===== src/rtl/ram_port_arbiter.sv =====
`default_nettype none
// ============================================================================
// ram_port_arbiter: shares the single-port data RAM between the core data
// port (fixed priority) and a DMA requester with a starvation-forced slot.
// Revision: 1.0
// ============================================================================
module ram_port_arbiter #(
  parameter int STARVE_LIMIT = 8,
  parameter int CNT_W        = 4
) (
  input  logic        clk,
  input  logic        rst,
  input  logic        cpu_cen,
  input  logic        cpu_wen,
  input  logic [3:0]  cpu_flag,
  input  logic [31:0] cpu_addr,
  input  logic [31:0] cpu_wdata,
  output logic [31:0] cpu_rdata,
  output logic        cpu_en,
  input  logic        dma_req,
  input  logic        dma_wen,
  input  logic [3:0]  dma_flag,
  input  logic [31:0] dma_addr,
  input  logic [31:0] dma_wdata,
  output logic        dma_gnt,
  output logic        dma_rvalid,
  output logic [31:0] dma_rdata,
  output logic        mem_cen,
  output logic        mem_wen,
  output logic [3:0]  mem_flag,
  output logic [31:0] mem_addr,
  output logic [31:0] mem_wdata,
  input  logic [31:0] mem_rdata
);

  typedef enum logic [0:0] {
    CPU_OWN = 1'b0,
    FORCE   = 1'b1
  } state_t;

  localparam logic [1:0] RD_NONE = 2'd0;
  localparam logic [1:0] RD_CPU  = 2'd1;
  localparam logic [1:0] RD_DMA  = 2'd2;

  localparam logic [CNT_W-1:0] LIMIT    = CNT_W'(STARVE_LIMIT);
  localparam logic [CNT_W-1:0] LIMIT_M1 = CNT_W'(STARVE_LIMIT - 1);

  state_t            state;
  logic [CNT_W-1:0]  starve_cnt;
  logic [1:0]        rd_owner;
  logic [31:0]       cpu_rdata_q;

  logic              sel_dma;
  logic              cpu_go;
  logic              gnt;

  // Grant decode depends only on requests and registered state, never on mem_rdata
  always_comb begin
    sel_dma = 1'b0;
    cpu_go  = 1'b0;
    gnt     = 1'b0;
    if (state == FORCE) begin
      sel_dma = 1'b1;
      gnt     = dma_req;
    end else if (cpu_cen) begin
      cpu_go  = 1'b1;
    end else if (dma_req) begin
      sel_dma = 1'b1;
      gnt     = 1'b1;
    end
    if (rst) begin
      cpu_go = 1'b0;
      gnt    = 1'b0;
    end
  end

  assign mem_cen    = cpu_go | gnt;
  assign mem_wen    = sel_dma ? dma_wen   : cpu_wen;
  assign mem_flag   = sel_dma ? dma_flag  : cpu_flag;
  assign mem_addr   = sel_dma ? dma_addr  : cpu_addr;
  assign mem_wdata  = sel_dma ? dma_wdata : cpu_wdata;
  assign dma_gnt    = gnt;
  assign cpu_en     = (state == CPU_OWN);
  assign dma_rvalid = (rd_owner == RD_DMA);
  assign dma_rdata  = mem_rdata;
  assign cpu_rdata  = (rd_owner == RD_CPU) ? mem_rdata : cpu_rdata_q;

  always_ff @(posedge clk or posedge rst) begin
    if (rst) begin
      state       <= CPU_OWN;
      starve_cnt  <= '0;
      rd_owner    <= RD_NONE;
      cpu_rdata_q <= '0;
    end else begin
      case (state)
        CPU_OWN: if (dma_req && !gnt && (starve_cnt == LIMIT_M1)) state <= FORCE;
        default: state <= CPU_OWN;
      endcase

      if (dma_req && !gnt) begin
        if (starve_cnt != LIMIT) starve_cnt <= starve_cnt + CNT_W'(1);
      end else begin
        starve_cnt <= '0;
      end

      if (cpu_go && !cpu_wen)   rd_owner <= RD_CPU;
      else if (gnt && !dma_wen) rd_owner <= RD_DMA;
      else                      rd_owner <= RD_NONE;

      // Keeps the last core read visible through DMA slots and stalls
      if (rd_owner == RD_CPU) cpu_rdata_q <= mem_rdata;
    end
  end

endmodule
`default_nettype wire


===== config.mk =====
export PLATFORM = sky130hd
export DESIGN_NAME = ram_port_arbiter
export DESIGN_NICKNAME = d
export VERILOG_FILES = /design/src/rtl/ram_port_arbiter.sv
export SDC_FILE = /design/constraint.sdc
export NUM_CORES = 1
export LEC_CHECK = 0
export BUFFER_PORTS_ARGS = -buffer_cell sky130_fd_sc_hd__buf_2
export CORE_AREA = 4 4 120 122
export CTS_BUF_LIST = sky130_fd_sc_hd__clkbuf_8
export CTS_CLUSTER_DIAMETER = 80
export DETAILED_ROUTE_END_ITERATION = 16
export DIE_AREA = 0 0 124 126
export GPL_ROUTABILITY_DRIVEN = 0
export GPL_TIMING_DRIVEN = 0
export HOLD_SLACK_MARGIN = 0.06
export PLACE_DENSITY = 0.49
export SLEW_MARGIN = 10
export SYNTH_ARGS = -nofsm -noshare
export SYNTH_HDL_FRONTEND = slang
export SYNTH_SLANG_ARGS = --single-unit

===== constraint.sdc =====
create_clock -name clk -period 1.84 [get_ports clk]
set_clock_uncertainty 0.2 [all_clocks]
set_input_delay 0.276 -clock clk [delete_from_list [all_inputs] [get_ports clk]]
set_output_delay 0.276 -clock clk [all_outputs]
set_load 0.05 [all_outputs]

==> flow_summary_export.csv <==
group,metric,value,unit
status,run_status,"finished with violations",
status,violations,"negative setup slack",
cells_and_area,fill_cells,1228,
floorplanning,rows,42,
logic_synthesis,postSynthAreaPerCell,12.5,sq um
worst_setup_path,critPathMaxStageDelay,430,ps
min_path,hp-class,"in -> reg",
clock_tree,clkTransAtPathRegs,80,ps
floorplanning,dieArea,15600,sq um
worst_setup_path,worst_path_max_delay_cell,"dfrtp_2",
sta,hold_ws,67.2,ps
sta,min_period_over_period,120,%
min_path,min_from,"mem_rdata[17]",
clock_tree,clkLatencyLatePin,280,ps
min_path,hold_end,"cpu_rdata_q[17]",
cells_and_area,layout-drive-gt1-share,87.4,%
global_routing,grt_pass1_vias,3320,
cells_and_area,area_delta_synth_final,122,%
logic_synthesis,synthArstFlopShare,100,%
logic_synthesis,yosysMostFrequentCell,"mux2_2",
sta,tightest_slew,364,ps
global_routing,grt-ovfl-total,0,
logic_synthesis,syn_area,2680,sq um
detailed_routing,vias,2991,
power_and_ir_drop,powerDensity,786,nW/um^2
logic_synthesis,yosysWarningCount,0,
detailed_routing,drtIter0Drc,56,
detailed_routing,wl_per_cell,15.8,microns
worst_setup_path,rr_worst_depth,6,
job,max_cap_viol_count,0,
sta,post-route-min-period,2200,ps
logic_synthesis,ys_ff_latch,39,
power_and_ir_drop,power_leakage,3.14,nW
logic_synthesis,synth-edff-count,0,
floorplanning,start_util,20.3,%
detailed_routing,via_per_inst,4.04,
min_path,whs_path_depth,2,
place,placed_cells_incl_taps,701,
logic_synthesis,synth_commonest_cells,"89 x mux2_2, 40 x buf_4, 39 x dfrtp_1",
worst_setup_path,end_kind,"primary output",
worst_setup_path,cp.required,1360,ps
global_routing,grt_pass1_wl,17.0,mm
clock_tree,cts_buffers,5,
detailed_routing,drtPass1Iterations,4,
logic_synthesis,yosys-top-cells-area,"mux2_2 37%, dfrtp_1 36%, buf_4 11%",
sta,fin_ws,-361,ps
global_routing,antenna_found_initial,0,
global_routing,grt_use_total,13.7,%
worst_setup_path,cp_max_fo,8,
worst_setup_path,r2r_slack,130,ps
cells_and_area,ff_latch_area,977,sq um
sta,hold_viol_final,0,
sta,rsz0062_at_grt,"true",
global_routing,grt_max_degree,26,
sta,fmax,454,MHz
clock_tree,cts_sinks,39,
place,placed_area,4470,sq um
sta,setup_tns,-30820,ps
logic_synthesis,synth_top_flop_cell,"dfrtp_1",
logic_synthesis,yosysTopAreaCell,"mux2_2",
worst_setup_path,worstReg2RegStart,"rd_owner[0]",
logic_synthesis,yosys.area.top_type_share,37.4,%
floorplanning,core_area,13200,sq um
worst_setup_path,crit_path_start_kind,"flop",
cells_and_area,nets,740,
worst_setup_path,reg2reg_to,"cpu_rdata_q[0]",
power_and_ir_drop,ir_worst_vdd,0.291,mV
clock_tree,ctsHtreeMaxLevel,2,
logic_synthesis,synthesis.instances,214,
logic_synthesis,syn_nets,390,
clock_tree,cts_root_buffer,"clkbuf_8",
place,dp_hpwl,9.25,mm
place,numPortBuffers,310,
cells_and_area,fin_area,5950,sq um
sta,maxSlewViolCount,0,
floorplanning,die_w,124,microns
clock_tree,cts_hold_buffers,8,
logic_synthesis,yosysSeqAreaShare,36.5,%
cells_and_area,num_antenna_cells,0,
clock_tree,clockBufferDepth,2,
detailed_routing,totalWireLength,11.7,mm
worst_setup_path,crit_type,"reg -> out",
detailed_routing,drtAntennaViolNets,0,
cells_and_area,fin_cells,741,
floorplanning,fp.dieH,126,microns
floorplanning,io_pins,311,
detailed_routing,drc,0,
logic_synthesis,synth_cell_types,25,
worst_setup_path,crit_chain,"a21oi_4, buf_12, buf_8, buf_12, mux2_4, buf_8",
sta,setup_viol,102,
cells_and_area,multiInputGateArea,1540,sq um
clock_tree,cts_tree,"done",
sta,relSlewSlack,75.7,%
worst_setup_path,critPathArrivalTime,1720,ps
-- repair_timing --
action	in CTS	in global routing
resized for setup	271	27
buffers inserted	14	9
setup endpoints to repair	103	103
endpoints found under the hold margin	23	1
pin swaps	0	1
gates cloned	3	1
-- report_power, final --
group          switching [W]  total [W]  internal, W
combinational        0.00161    0.00289      0.00128
clock               0.000296   0.000735     0.000439
sequential         0.0000436    0.00105      0.00100
total                0.00195    0.00467      0.00272
-- state kept, by name, summed over array words and instances, names as in the netlist --
| register | flops |
|---|---|
| state | 1 |
| rd_owner | 2 |
| cpu_rdata_q | 32 |
| starve_cnt | 4 |
-- how the worst max path moves through the flow --
stage | start | endpoint | slack, ps
2_1_floorplan | rd_owner[1] | cpu_rdata[26] | 7
3_3_place_gp | rd_owner[0] | cpu_rdata[29] | -250
3_5_place_dp | state | mem_wdata[24] | -240
4_1_cts | state | mem_wdata[24] | -370
5_1_grt | state | mem_addr[1] | -430
6_report | state | mem_wdata[31] | -360
-- cells by family after synthesis --
| logic type | synth area share (%) |
|---|---|
| AO/OA/AOI/OAI | 0.982 |
| XOR/XNOR | 0.655 |
| adder cells (fa/ha/maj) | 0.935 |
| buffers and inverters | 13.0 |
| flip-flops | 36.5 |
| multiplexers | 44.3 |
| AND/OR/NAND/NOR | 3.65 |
-- through the flow --
| step | util [%] | total power, W | worst slack [ps] |
|---|---|---|---|
| 6_report | 45.1 | 0.00467 | -361 |
| 5_1_grt | 45.1 | 0.00487 | -429 |
| 4_1_cts | 43.8 | 0.00459 | -368 |
| 3_5_place_dp | 33.9 | 0.00318 | -244 |
| 3_3_place_gp | 33.8 | 0.00315 | -252 |
| 2_1_floorplan | - | 0.00263 | 6.74 |
-- final cells by class --
type | instances | area share (%)
Timing Repair Buffer | 344 | 44.9
Multi-Input combinational cell | 127 | 25.9
Sequential cell | 39 | 16.4
Buffer | 42 | 6.77
Tap cell | 176 | 3.70
Clock buffer | 6 | 1.39
Clock inverter | 2 | 0.589
Inverter | 5 | 0.316
-- critical path: cells and delay by family (launching register included) --
family	cells	cell delay, ps
AOI/OAI and AO/OA	1	150
DFF	1	430
muxes	1	320
buffers and inverters	4	540
-- metal layers --
layer	global-route usage (%)	part of all wire (%)	vias up	wire length [microns]
li1	-	-	1417	-
met1	15.0	35	1411	4060
met2	26.8	57	153	6620
met3	2.69	7.6	10	887
met4	2.51	1.2	0	142
met5	0	0	-	0
-- cells in the final DEF, fill, tap and decap left out --
cell type        n
a21oi_1          1
a21oi_4          1
buf_12           8
buf_16           2
buf_2          207
buf_4           70
buf_6           45
buf_8           44
bufinv_16        1
clkbuf_16        2
clkbuf_8         6
clkinv_2         1
dfrtp_1         38
dfrtp_2          1
dlygate4sd3_1    8
ha_1             2
inv_1            3
inv_2            2
mux2_2          48
mux2_4          53
mux2i_1          1
nand2_1          2
nand2b_1         1
nand3_1          1
nand3b_1         2
nor2_1           5
nor2b_1          2
nor2b_4          2
nor3b_4          1
nor4_1           2
o21ai_1          1
xnor2_1          1
xor2_1           1
Power figures use the tool's default switching activity.
